==> src/rtl/pipe_ctrl_if.sv <==
// Pipeline-control bus: stall requests and exception info in, hold/flush controls out.
interface pipe_ctrl_if;
    logic        stallreq_if;
    logic        stallreq_id;
    logic        stallreq_ex;
    logic        stallreq_mem;
    logic [31:0] excepttype;
    logic [31:0] cp0_epc;
    logic [5:0]  stall;
    logic        flush;
    logic [31:0] new_pc;
    logic        stall_timeout;

    // Pipeline side: raises requests, obeys hold/flush
    modport master (
        output stallreq_if, stallreq_id, stallreq_ex, stallreq_mem,
        output excepttype, cp0_epc,
        input  stall, flush, new_pc, stall_timeout
    );

    // Controller side
    modport slave (
        input  stallreq_if, stallreq_id, stallreq_ex, stallreq_mem,
        input  excepttype, cp0_epc,
        output stall, flush, new_pc, stall_timeout
    );
endinterface

==> src/rtl/pipe_ctrl.sv <==
// Pipeline stall/flush controller. Optional stall watchdog enabled by
// defining PIPE_CTRL_WDT_EN; without it stall_timeout is tied low.
module pipe_ctrl #(
    parameter logic [31:0] EXC_VECTOR = 32'h0000_0020,
    parameter logic [15:0] WDT_LIMIT  = 16'd1024
) (
    input  logic        clk,
    input  logic        rst,
    pipe_ctrl_if.slave  bus
);

    localparam int unsigned CNT_W    = 16;
    localparam logic [31:0] EXC_ERET = 32'h0000_000e;

    typedef enum logic {
        ST_RUN   = 1'b0,
        ST_FLUSH = 1'b1
    } state_t;

    state_t      state_q, state_d;
    logic        flush_q, flush_d;
    logic [31:0] new_pc_q, new_pc_d;
    logic [5:0]  stall_c;
    logic [5:0]  stall_enc;

    // Priority-encode stall requests; deepest requester wins, WB never held
    always_comb begin
        stall_enc = 6'b000000;
        if (bus.stallreq_mem)     stall_enc = 6'b011111;
        else if (bus.stallreq_ex) stall_enc = 6'b001111;
        else if (bus.stallreq_id) stall_enc = 6'b000111;
        else if (bus.stallreq_if) stall_enc = 6'b000011;
    end

    // Next state, registered-output next values, and combinational stall
    always_comb begin
        state_d  = state_q;
        flush_d  = 1'b0;
        new_pc_d = 32'h0;
        stall_c  = 6'b000000;
        if (!rst) begin
            case (state_q)
                ST_RUN: begin
                    if (bus.excepttype != 32'h0) begin
                        state_d  = ST_FLUSH;
                        flush_d  = 1'b1;
                        new_pc_d = (bus.excepttype == EXC_ERET) ? bus.cp0_epc : EXC_VECTOR;
                    end else begin
                        stall_c = stall_enc;
                    end
                end
                ST_FLUSH: begin
                    // Exceptions are ignored here; one pulse per entry
                    state_d = ST_RUN;
                end
                default: state_d = ST_RUN;
            endcase
        end
    end

    // State and registered flush/redirect
    always_ff @(posedge clk) begin
        if (rst) begin
            state_q  <= ST_RUN;
            flush_q  <= 1'b0;
            new_pc_q <= 32'h0;
        end else begin
            state_q  <= state_d;
            flush_q  <= flush_d;
            new_pc_q <= new_pc_d;
        end
    end

    assign bus.stall  = stall_c;
    assign bus.flush  = flush_q;
    assign bus.new_pc = new_pc_q;

`ifdef PIPE_CTRL_WDT_EN
    logic [CNT_W-1:0] wdt_cnt_q;
    logic [CNT_W-1:0] wdt_cnt_d;
    logic             timeout_q;

    // Consecutive-stall count, saturating at the limit
    always_comb begin
        wdt_cnt_d = wdt_cnt_q;
        if (!stall_c[0] || flush_q) begin
            wdt_cnt_d = '0;
        end else if (wdt_cnt_q < WDT_LIMIT) begin
            wdt_cnt_d = wdt_cnt_q + CNT_W'(1);
        end
    end

    // Counter register and sticky trip flag
    always_ff @(posedge clk) begin
        if (rst) begin
            wdt_cnt_q <= '0;
            timeout_q <= 1'b0;
        end else begin
            wdt_cnt_q <= wdt_cnt_d;
            if (wdt_cnt_d == WDT_LIMIT && wdt_cnt_d != wdt_cnt_q) begin
                timeout_q <= 1'b1;
            end
        end
    end

    assign bus.stall_timeout = timeout_q;
`else
    // Watchdog removed; limit parameter kept for a uniform interface
    logic unused_wdt;
    assign unused_wdt        = ^WDT_LIMIT;
    assign bus.stall_timeout = 1'b0;
`endif

endmodule

==> src/flat_wrapper.sv <==
// flat-port wrapper written by rule: the top's interface ports become plain ports
module pipe_ctrl_flat 
#(
    parameter logic [31:0] EXC_VECTOR = 32'h0000_0020,
    parameter logic [15:0] WDT_LIMIT  = 16'd1024
)
  (clk, rst, bus_stallreq_if, bus_stallreq_id, bus_stallreq_ex, bus_stallreq_mem, bus_excepttype, bus_cp0_epc, bus_stall, bus_flush, bus_new_pc, bus_stall_timeout);
  pipe_ctrl_if bus_i ();
  input  logic clk;
  input  logic rst;
  input wire logic [$bits(bus_i.stallreq_if)-1:0] bus_stallreq_if;
  input wire logic [$bits(bus_i.stallreq_id)-1:0] bus_stallreq_id;
  input wire logic [$bits(bus_i.stallreq_ex)-1:0] bus_stallreq_ex;
  input wire logic [$bits(bus_i.stallreq_mem)-1:0] bus_stallreq_mem;
  input wire logic [$bits(bus_i.excepttype)-1:0] bus_excepttype;
  input wire logic [$bits(bus_i.cp0_epc)-1:0] bus_cp0_epc;
  output wire logic [$bits(bus_i.stall)-1:0] bus_stall;
  output wire logic [$bits(bus_i.flush)-1:0] bus_flush;
  output wire logic [$bits(bus_i.new_pc)-1:0] bus_new_pc;
  output wire logic [$bits(bus_i.stall_timeout)-1:0] bus_stall_timeout;
  assign bus_i.stallreq_if = bus_stallreq_if;
  assign bus_i.stallreq_id = bus_stallreq_id;
  assign bus_i.stallreq_ex = bus_stallreq_ex;
  assign bus_i.stallreq_mem = bus_stallreq_mem;
  assign bus_i.excepttype = bus_excepttype;
  assign bus_i.cp0_epc = bus_cp0_epc;
  assign bus_stall = bus_i.stall;
  assign bus_flush = bus_i.flush;
  assign bus_new_pc = bus_i.new_pc;
  assign bus_stall_timeout = bus_i.stall_timeout;
  pipe_ctrl #(.EXC_VECTOR(EXC_VECTOR), .WDT_LIMIT(WDT_LIMIT)) u_core (.clk(clk), .rst(rst), .bus(bus_i));
endmodule
==> config.mk <==
export PLATFORM = sky130hd
export DESIGN_NAME = pipe_ctrl_flat
export DESIGN_NICKNAME = d
export VERILOG_FILES = /design/src/rtl/pipe_ctrl_if.sv /design/src/rtl/pipe_ctrl.sv /design/src/flat_wrapper.sv
export SDC_FILE = /design/constraint.sdc
export NUM_CORES = 1
export LEC_CHECK = 0
export ABC_AREA = 1
export CORE_MARGIN = 5
export CORE_UTILIZATION = 32
export DETAILED_ROUTE_END_ITERATION = 12
export GPL_ROUTABILITY_DRIVEN = 0
export PLACE_DENSITY = 0.8
export SLEW_MARGIN = 20
export SYNTH_ARGS = -nofsm -noshare
export SYNTH_HDL_FRONTEND = slang
export SYNTH_SLANG_ARGS = --single-unit
==> constraint.sdc <==
create_clock -name clk -period 1.1 [get_ports clk]
set_input_delay 0.11 -clock clk [delete_from_list [all_inputs] [get_ports clk]]
set_output_delay 0.11 -clock clk [all_outputs]
set_load 0.01 [all_outputs]
==> flow_metrics.py <==
metrics = {
    "finish": {
        "diodes": 0,
        "final_cell_mix": "inv_1 (39), clkdlybuf4s50_1 (37), dlygate4sd2_1 (32), dfxtp_1 (32), nor2_2 (29)",
        "drive_gt1_share_pct": 41.9,
        "layout_commonest_cell": "inv_1",
        "area_delta_synth_final_pct": 102,
        "nets": 358,
        "instances_no_fill": 339,
    },
    "power": {
        "power_density_nw_per_um2": 1020,
        "p_leak_nw": 1.42,
        "ir_drop_mv": 0.720,
        "power_w": 0.00269,
    },
    "setup_path": {
        "worstSetupEndpointType": "output port",
        "crit_type": "input pin to output port",
        "cp.required_ns": 0.99,
        "rrSetupSlack_ns": -0.03,
        "crit_arrival_ns": 1.06,
        "cp-start-kind": "input pin",
        "crit_fanout": 4,
    },
    "floorplan": {
        "rows": 23,
        "io_pins": 110,
        "die_h_um": 74.0,
        "die_x_um": 74.0,
        "die-area_um2": 5470,
        "core_area_um2": 3970,
        "start_util_pct": 33.0,
    },
    "yosys": {
        "synth_top_area_cell": "dfxtp_1",
        "yosys.area.top_type_share_pct": 50.4,
        "ys_ff_latch": 33,
        "ys_top_cells_by_area": "dfxtp_1 (50%), nor2_2 (14%), inv_1 (12%)",
        "avgSynthCellArea_um2": 7.89,
        "synthXorXnorAreaFrac_pct": 0,
        "synth_simple_gate_area_share_pct": 32.6,
        "synth_fa_ha_area_share_pct": 0,
        "muxShareOfSynthArea_pct": 0,
        "seq_area_frac_synth_pct": 50.4,
        "syn_inst": 166,
        "synth_top_family_by_area": "simple AND/OR/NAND/NOR gates",
        "synth_compound_area_share_pct": 0.382,
        "synth_area_um2": 1310,
        "yosysWarnings": 0,
        "synth_cell_types": 14,
    },
    "grt": {
        "grt_remaining_overflow": 0,
        "grt_pass1_vias": 1378,
        "grt_pass1_wl_um": 5890,
        "track_usage_pct": 14.4,
        "grt_max_degree": 11,
        "antenna_found_initial": 0,
    },
    "cts": {
        "clock_sinks": 33,
        "cts-root-buf": "clkbuf_8",
        "cts.clk_slew.worst_paths_ns": 0.06,
        "cts_hold_buf": 0,
        "htreeDepth": 2,
        "cts_made_buffers": 5,
        "cts_tree": "built",
        "clock_latency_ns": 0.27,
        "cts_buffer_depth": 2,
    },
    "sta": {
        "fmax_mhz": 853,
        "timing.final.crit_share_pct": 107,
        "setup_slack_ns": -0.0722,
        "finalSetupViolations": 19,
        "slew_violations": 0,
        "rsz0062_at_grt": "true",
        "finClkSkew_ns": 0.00157,
        "hold_violations": 0,
        "fin_crit_ns": 1.17,
    },
    "status": {
        "outcome": "complete, but fails checks",
        "violations": "setup timing",
    },
    "detailed_routing": {
        "vias": 1369,
        "drtIter0Drc": 33,
        "drc": 0,
        "viasPerCell": 4.04,
        "routed_wl_um": 4100,
        "post_drt_wl_per_cell_um": 12.1,
        "final_antenna_net_count": 0,
        "drt-pass1-iter-count": 4,
    },
    "placement": {
        "hpwl_um": 3080,
        "dp_cells": 325,
        "port_buffers": 107,
    },
    "run": {
        "drv_cap": 0,
    },
    "hold_path": {
        "min_path_type": "input pin to register",
    },
}
-- through the flow --
stage	utilization (%)	hold slack [ns]	setup slack [ns]	area [um^2]	setup TNS, ns
after floorplan	-	0.222	0.0270	1320	0
after global placement	62.3	0.644	-0.827	2470	-18.23
after detailed placement	62.3	0.639	-0.848	2470	-19.18
after CTS	65.8	0.286	-0.106	2610	-1.65
after global routing	66.6	0.335	-0.154	2650	-1.74
final	66.6	0.296	-0.0722	2650	-0.416
-- critical path, cell delays in order --
cell and delay [ns]:
buf_6 0.09, nor2_2 0.11, nand2_2 0.06, nor2_2 0.11, nand2_2 0.09, nor2_4 0.14
nand2_4 0.07, a21oi_2 0.12, buf_2 0.14
-- area by class of cell --
type / count / area [um^2]
inverter: 42 / 158
sequential: 33 / 662
tap: 50 / 62.6
timing repair buffer: 120 / 1060
clock inverter: 1 / 30.0
clock buffer: 7 / 86.3
fill: 360 / 1330
multi-input combinational: 86 / 591
-- Yosys cell counts --
| library cell | n |
|---|---|
| inv_1 | 42 |
| dfxtp_1 | 33 |
| nor2_1 | 29 |
| nor2_2 | 29 |
| nand2_1 | 17 |
| buf_4 | 3 |
| buf_6 | 3 |
| nor2_4 | 3 |
| nor3_1 | 2 |
| a21oi_1 | 1 |
| conb_1 | 1 |
| nand3_1 | 1 |
| nand3_4 | 1 |
| nand4_1 | 1 |
-- flip-flops by register name (all words and copies together) (netlist names) --
name,cells
u_core.state_q,1
u_core.bus.new_pc,32
-- timing repair --
| item | in CTS | in global routing |
|---|---|---|
| cloned | 2 | 0 |
| gates resized for setup | 163 | 46 |
| setup endpoints to repair | 69 | 37 |
| pin swaps | 38 | 34 |
| hold endpoints to repair | 0 | 0 |
| setup buffers | 7 | 2 |
-- per-layer routing --
| layer | GRT usage (%) | wire [um] | vias up |
|---|---|---|---|
| li1 | - | - | 701 |
| met1 | 13.5 | 1330 | 599 |
| met2 | 29.3 | 2350 | 65 |
| met3 | 4.46 | 367 | 4 |
| met4 | 3.62 | 48 | 0 |
| met5 | 0 | 0 | - |
-- cells by family (layout without fill, tap and decap cells) --
family,count (synthesis),after routing
compound gates,1,1
other cells,1,2
buf+inv,48,170
flops,33,33
simple gates,83,83
-- worst paths after layout --
path / from / end / cells past startpoint
worst max register to register: u_core.state_q$_SDFF_PP0_ / u_core.bus.new_pc[18]$_SDFF_PP0_ / 6
worst min-delay path: bus_excepttype[3] / u_core.bus.new_pc[5]$_SDFF_PP0_ / 6
worst max-delay path: bus_excepttype[29] / bus_stall[0] / 9
worst min register to register: u_core.state_q$_SDFF_PP0_ / u_core.state_q$_SDFF_PP0_ / 4
-- power by group --
| group | switching [W] | total [W] | leakage (nW) | internal [W] |
|---|---|---|---|---|
| logic | 0.000123 | 0.000340 | 1.09 | 0.000217 |
| registers | 0.00000326 | 0.00120 | 0.266 | 0.00120 |
| clock network | 0.000410 | 0.00115 | 0.0585 | 0.000738 |
| total | 0.000536 | 0.00269 | 1.42 | 0.00216 |
Power figures use the tool's default switching activity.
